`src/rtl/seg_scan_mux.sv`:
```
// Time-multiplexed hex display scanner: walks DIGITS anodes with a dead-time gap per slot,
// double-buffers the value so a frame never shows a mix of old and new digits.
module seg_scan_mux #(
  parameter int DIGITS = 4,
  parameter int DIV    = 100000,
  parameter int GAP    = 16
) (
  input  logic                  clk,
  input  logic                  rst_n,
  input  logic [4*DIGITS-1:0]   value,
  input  logic                  load,
  input  logic                  lz_blank,
  input  logic [DIGITS-1:0]     dp_en,
  output logic [3:0]            digit_out,
  output logic [DIGITS-1:0]     an_n,
  output logic                  dp_n,
  output logic                  frame_done
);

  localparam int CW = (DIV > 1) ? $clog2(DIV) : 1;
  localparam int IW = $clog2(DIGITS);

  typedef enum logic {S_GAP, S_ON} state_t;

  state_t                  state_q, state_d;
  logic [CW-1:0]           cnt_q, cnt_d;
  logic [IW-1:0]           idx_q, idx_d;
  logic [DIGITS-1:0][3:0]  shadow_q, shadow_d;
  logic [DIGITS-1:0][3:0]  disp_q, disp_d;
  logic                    lz_q;
  logic [DIGITS-1:0]       dpen_q;
  logic                    fd_q;

  logic                    slot_end, frame_end;
  logic [DIGITS-1:0]       blank;
  logic                    zacc;
  logic                    lit;

  assign slot_end  = (cnt_q == CW'(DIV - 1));
  assign frame_end = slot_end && (idx_q == IW'(DIGITS - 1));

  always_comb begin
    cnt_d    = slot_end ? '0 : cnt_q + CW'(1);
    idx_d    = idx_q;
    if (slot_end) idx_d = frame_end ? '0 : idx_q + IW'(1);
    shadow_d = load ? value : shadow_q;
    // display only swaps at the frame boundary; shadow_q here is the pre-edge value
    disp_d   = frame_end ? shadow_q : disp_q;
  end

  always_comb begin
    state_d = state_q;
    case (state_q)
      S_GAP:   if (cnt_q == CW'(GAP - 1)) state_d = S_ON;
      S_ON:    if (slot_end)              state_d = S_GAP;
      default: state_d = S_GAP;
    endcase
  end

  always_ff @(posedge clk) begin
    if (!rst_n) begin
      state_q  <= S_GAP;
      cnt_q    <= '0;
      idx_q    <= '0;
      shadow_q <= '0;
      disp_q   <= '0;
      lz_q     <= 1'b0;
      dpen_q   <= '0;
      fd_q     <= 1'b0;
    end else begin
      state_q  <= state_d;
      cnt_q    <= cnt_d;
      idx_q    <= idx_d;
      shadow_q <= shadow_d;
      disp_q   <= disp_d;
      lz_q     <= lz_blank;
      dpen_q   <= dp_en;
      fd_q     <= frame_end;
    end
  end

  // digit k blanks when every nibble from k upward is zero; digit 0 always shows
  always_comb begin
    blank = '0;
    zacc  = 1'b1;
    for (int k = DIGITS - 1; k >= 1; k--) begin
      zacc     = zacc & (disp_q[k] == 4'h0);
      blank[k] = lz_q & zacc;
    end
  end

  assign lit        = (state_q == S_ON) && !blank[idx_q];
  assign an_n       = lit ? ~(DIGITS'(1) << idx_q) : '1;
  assign dp_n       = lit ? ~dpen_q[idx_q] : 1'b1;
  assign digit_out  = disp_q[idx_q];
  assign frame_done = fd_q;

endmodule

```
`config.mk`:
```
export PLATFORM = sky130hd
export DESIGN_NAME = seg_scan_mux
export DESIGN_NICKNAME = d
export VERILOG_FILES = /design/src/rtl/seg_scan_mux.sv
export SDC_FILE = /design/constraint.sdc
export NUM_CORES = 1
export LEC_CHECK = 0
export ABC_CLOCK_PERIOD_IN_PS = 4300
export BUFFER_PORTS_ARGS = -buffer_cell sky130_fd_sc_hd__clkbuf_2
export CAP_MARGIN = 20
export CORE_MARGIN = 3
export CORE_UTILIZATION = 37
export DETAILED_ROUTE_END_ITERATION = 8
export PLACE_DENSITY = 0.59
export RECOVER_POWER = 100
export SYNTH_ARGS = -nofsm -noshare
export SYNTH_HDL_FRONTEND = slang
export SYNTH_SLANG_ARGS = --single-unit
```
`constraint.sdc`:
```
create_clock -name clk -period 4.3 [get_ports clk]
set_input_delay 0.86 -clock clk [delete_from_list [all_inputs] [get_ports clk]]
set_output_delay 0.86 -clock clk [all_outputs]
set_load 0.05 [all_outputs]
```
==> results of run 1 <==
==> critical path: stages, from the launching register on <==
cell      delay, ps
dfxtp_1         320
or4_1           550
nor3_1          200
o211ai_1        220
nand3_1         160
clkbuf_1        480
==> layout make-up <==
type                    count  area, um2  share of cell area [%]
multi-input cells         183       1290                    44.6
flip-flops and latches     58       1160                    40.1
repair buffers             35        159                    5.49
inverters                   4       15.0                   0.518
well taps                  93        116                    4.02
clock buffers              14        153                    5.27
==> logic make-up after synthesis <==
group | synth area share, %
flip-flops | 44.9
multiplexers | 17.2
buffers and inverters | 4.64
AO/OA/AOI/OAI | 2.90
XOR/XNOR | 4.06
adder cells (fa/ha/maj) | 2.42
AND/OR/NAND/NOR | 23.9
==> how the worst max path moves through the flow <==
stage	from	to	slack (ps)
after global routing	idx_q[0]	an_n[2]	990
after detailed placement	disp_q[8]	an_n[3]	1730
after global placement	disp_q[8]	an_n[3]	1780
after floorplan	disp_q[8]	dp_n	1820
after CTS	disp_q[8]	an_n[3]	1370
final	disp_q[8]	an_n[3]	1180
==> state kept, by name, summed over array words and instances, names as in the netlist <==
name and flops:
cnt_q 17, disp_q 16, shadow_q 16, dpen_q 4, idx_q 2, frame_done 1, lz_q 1, state_q 1
==> power by group through the flow <==
stage / clock network (mW) / registers, mW / logic [mW]
after floorplan: 0 / 0.568 / 0.0350
after global placement: 0 / 0.570 / 0.0493
after detailed placement: 0 / 0.570 / 0.0502
after CTS: 0.421 / 0.559 / 0.0504
after global routing: 0.446 / 0.560 / 0.0559
final: 0.405 / 0.558 / 0.0489
==> Yosys cell counts (2+ instances only) <==
master	n
mux4_2	5
and4_1	5
nor2_1	14
dfxtp_1	58
o211ai_1	3
and3_1	4
nand3_1	12
clkbuf_1	9
mux2i_1	32
nand4_1	5
nand2_1	38
nor3_1	3
xor2_1	10
o21ai_0	4
a21oi_1	2
buf_4	2
nor2b_1	16
and2_1	8
ha_1	5
or4_1	2
inv_1	4
buf_2	5
xnor2_1	2
==> per-stage QoR <==
stage                     cells  cell area, um2  util [%]  total power, mW  hold WS (ps)
after floorplan             263            2590         -            0.603           426
after global placement      373            2780      42.3            0.619           445
after detailed placement    373            2780      42.3            0.620           453
after CTS                   387            2930      44.6             1.03           465
after global routing        387            2900      44.1             1.06           483
final                       387            2900      44.1             1.01           462
==> per-layer routing <==
layer,GRT usage [%],up-vias
met4,6.50,0
met5,0,-
met2,19.0,31
met1,18.2,801
met3,4.74,10
li1,-,963
==> impl_metrics.tcl, run 1 <==
set metrics [dict create \
    cp-start-kind "register" \
    routedLengthMet1_um 2550 \
    core_um2 6570 \
    synth_cell_types 38 \
    p_switching_mw 0.217 \
    tns_ps 0 \
    initial_core_util_pct 39.4 \
    cts_resized 0 \
    fillers 648 \
    drc 0 \
    clock_path_buffers 2 \
    layout.nets 320 \
    comb_power_share_pct 4.8 \
    ys_seq_area_share_pct 44.9 \
    h-tree-depth 3 \
    p_int_mw 0.795 \
    route.vias.total 1805 \
    rrSetupSlack_ps 1470 \
    path_max_fanout 5 \
    period_share_pct 72.5 \
    seqPwrFrac_pct 55.2 \
    required_ps 3440 \
    wirelength_um 4810 \
    synth_edf_count 0 \
    die_area_um2 8030 \
    routabilityCongestion 0.795 \
    cts_buffers 9 \
    layout_setup_ws_ps 1180 \
    drive_gt1_share_pct 13.9 \
    clkTransAtPathRegs_ps 60 \
    async_flop_share_pct 0 \
    wl_per_cell_um 12.4 \
    r2r-start "cnt_q[0]" \
    violations "capacitance limit, slew limit" \
    cts_tree "yes" \
    n_antenna_cell 0 \
    hp-start "shadow_q[13]" \
    num_rows 29 \
    cts_setup_buffers 0 \
    min_to "disp_q[13]" \
    cts_hold_buf 0 \
    wl_met3_um 257 \
    insertion_delay_ps 330 \
    grt_max_degree 48 \
    io_pins 34 \
    synth_area_um2 2590 \
    drtPass1Iterations 4 \
    p_per_area_nw_per_um2 350 \
    synth_nets 292 \
    power.share.switching_pct 21.5 \
    syn_area_per_cell_um2 9.84 \
    synth_area_leaders "dfxtp_1, mux2i_1, nand2_1" \
    drtIter0Drc 86 \
    setup_violations 0 \
    cap_violations 2 \
    dpl.hpwl_um 3420 \
    synthToLayoutAreaGrowth_pct 11.9 \
    slew_viol_final 64 \
    synth_top_area_share_pct 44.9 \
    place_ws_ps 1730 \
    syn-instance-count 263 \
    critical_path_class "register to output pin" \
    tightest_slew_ps 1670 \
    grt_overflow_total 0 \
    worst_setup_path_end_kind "output pin" \
    yosys_warnings 0 \
    grt_pass1_vias 1732 \
    mostFrequentLayoutCells "dfxtp_1, nand2_1, mux2i_1" \
    synth-main-ff-cell "dfxtp_1" \
    layout_commonest_cell "dfxtp_1" \
    slew_headroom_pct -11.2 \
    whs_path_depth 2 \
    r2r_end "state_q" \
    max_freq_ghz 0.321 \
    clockRootBuffer "clkbuf_8" \
    finalClockSkew_ps 3.73 \
    status "complete, but fails checks" \
    portBuffers 33 \
    highest_layer "met4" \
    grt_antenna_before_repair 0 \
    track_usage_pct 13.5 \
    ant_nets 0 \
    hold_violations 0 \
    ys_seq_elements 58 \
    grt_setup_unrepaired "false" \
    synth_top_area_cell "dfxtp_1" \
    hp-class "register to register" \
    cts_sinks 58 \
    ir_drop_mv 0.144 \
    worstRegToRegCells 5 \
    vias_per_cell 4.66 \
    power_leakage_nw 1.10 \
    p_clk_share_pct 40.0 \
    grt_pass1_wl_um 8220 \
    fin_crit_ps 3120 \
    die_w_um 89.6 \
    die_y_um 89.6 \
    crit_arrival_ps 2260 \
    dr_wl_met2_um 1910 \
]
Note: power is estimated with default switching activity, not from simulation.
==> run 2: changes to the inputs <==
Settings changed: ABC_CLOCK_PERIOD_IN_PS 4300 to 2550, PLACE_DENSITY 0.59 to 0.61.
Clock period 4.3 ns to 2.55 ns, I/O delays scaled along.
==> run 2 against run 1 <==
Against the previous run:
- the flow now finishes without violations
- clock power rose by 74%
- non-clock buffer count rose by 3
- utilization rose by 0.80 points
- critical endpoint is now an_n[0]
- largest power group unchanged
==> impl_metrics.tcl, run 2 (synthesis results as in run 1) <==
set metrics [dict create \
    status "completed" \
    setup_violations 0 \
    grt_pass1_vias 1693 \
    cts_sinks 58 \
    period_share_pct 96.3 \
    tns_ps 0 \
    layout.nets 323 \
    route.vias.total 1836 \
    crit_arrival_ps 1950 \
    utilization_pct 44.9 \
    cp-start-kind "register" \
    path_cells "or4_1, nor3_1, o211ai_1, nand3_1, clkbuf_4" \
    h-tree-depth 3 \
    ir_drop_mv 0.244 \
    wirelength_um 4820 \
    grt_pass1_wl_um 7920 \
    cts_setup_buffers 0 \
    slew_headroom_pct 27.8 \
    ant_nets 0 \
    worst_setup_path_end_kind "output pin" \
    slowest_delay_ps 560 \
    worstRegToRegCells 5 \
    hp-start "dp_en[0]" \
    drtPass1Iterations 4 \
    max_freq_ghz 0.407 \
    hp-class "input pin to register" \
    placedCellCount 376 \
    rrSetupSlack_ps 430 \
    layout_commonest_cell "dfxtp_1" \
    r2r_end "state_q" \
    reg_top3 "cnt_q (17), disp_q (16), shadow_q (16)" \
    wl_per_cell_um 12.3 \
    synthToLayoutAreaGrowth_pct 14.0 \
    clock_path_buffers 2 \
    grt_setup_unrepaired "false" \
    clkTransAtPathRegs_ps 60 \
    power_leakage_nw 1.15 \
    grt_antenna_before_repair 0 \
    critPathSlowestCell "or4_1" \
    die_y_um 89.6 \
    hold_violations 0 \
    r2r-start "cnt_q[0]" \
    grt_max_degree 24 \
    path_max_fanout 5 \
    largest_reg_flops 17 \
    critical_path_class "register to output pin" \
    clockRootBuffer "clkbuf_8" \
    path_buf_inv 1 \
    core_um2 6570 \
    drive_gt1_share_pct 18.7 \
    finalClockSkew_ps 8.27 \
    dpl.hpwl_um 3450 \
    fin_crit_ps 2460 \
    p_per_area_nw_per_um2 587 \
    cap_violations 0 \
    portBuffers 33 \
    io_pins 34 \
    top_register "cnt_q" \
    cts_hold_buf 0 \
    cts_buffers 9 \
    drc 0 \
    routabilityCongestion 0.779 \
    track_usage_pct 12.9 \
    vias_per_cell 4.68 \
    cp_top_family "simple AND/OR/NAND/NOR gates" \
    num_rows 29 \
    slew_viol_final 0 \
    drtIter0Drc 97 \
    whs_path_depth 2 \
    min_to "dpen_q[0]" \
    mostFrequentLayoutCells "dfxtp_1, nand2_1, mux2i_1" \
    initial_core_util_pct 39.4 \
    required_ps 2040 \
    cts_tree "yes" \
    finalNonFillerCells 392 \
    die_w_um 89.6 \
    insertion_delay_ps 320 \
    cp.depth 5 \
    tightest_slew_ps 1080 \
    die_area_um2 8030 \
    grt_overflow_total 0 \
    n_antenna_cell 0 \
]
run 2: changes by cell type in the layout (fill, tap and decap cells not counted), sizes merged:
cell / previous run / this run
buf: 0 / 5
clkinv: 0 / 3
clkbuf: 49 / 46
run 2: worst register-to-register path: cells and delay by family, from the launching register on:
family	cells	cell delay (ps)
AOI/OAI and AO/OA	2	1040
adders and majority gates	1	190
DFF	1	360
and+or+nand+nor	2	380
run 2: timing repair:
item	in CTS	in global routing
hold endpoints to repair	0	0
gates resized for setup	0	14
endpoints found under the setup margin	0	5
run 2: cell type report:
| class | instances | area (um2) |
|---|---|---|
| well taps | 93 | 116 |
| fillers | 649 | 3620 |
| clock inverters | 3 | 15.0 |
| flip-flops and latches | 58 | 1160 |
| clock buffers | 13 | 149 |
| multi-input cells | 183 | 1290 |
| inverters | 4 | 15.0 |
| repair buffers | 38 | 200 |
run 2: worst max-delay path by stage:
stage               slack [ps]       from      end
global placement           390  disp_q[8]     dp_n
floorplan                  420  disp_q[8]     dp_n
finish                      90  disp_q[8]  an_n[0]
detailed placement         350  disp_q[8]  an_n[2]
global route               0.3  disp_q[8]  an_n[0]
CTS                        0.4  disp_q[8]  an_n[2]
run 2: report_power, final:
part           total [mW]  internal [mW]  switching [mW]
Combinational      0.0821         0.0410          0.0411
Clock               0.706          0.375           0.332
Sequential          0.941          0.930          0.0118
Total                1.73           1.35           0.384
run 2: metal layers:
metal  part of all wire [%]  GRT usage (%)  routed length (um)
met5                      0              0                   0
met4                    1.5           5.28                  73
met3                    4.4           5.29                 214
met2                     42           18.5                2010
met1                     52           17.1                2520
run 2: per-stage QoR:
step                      power (mW)  area, um2  hold WS [ps]  setup WS, ps
after global placement          1.04       2800           448           391
after detailed placement        1.05       2800           446           354
after floorplan                 1.02       2590           426           424
after global routing            1.81       2950           380         0.302
final                           1.73       2950           392          95.0
after CTS                       1.76       2970           380         0.413
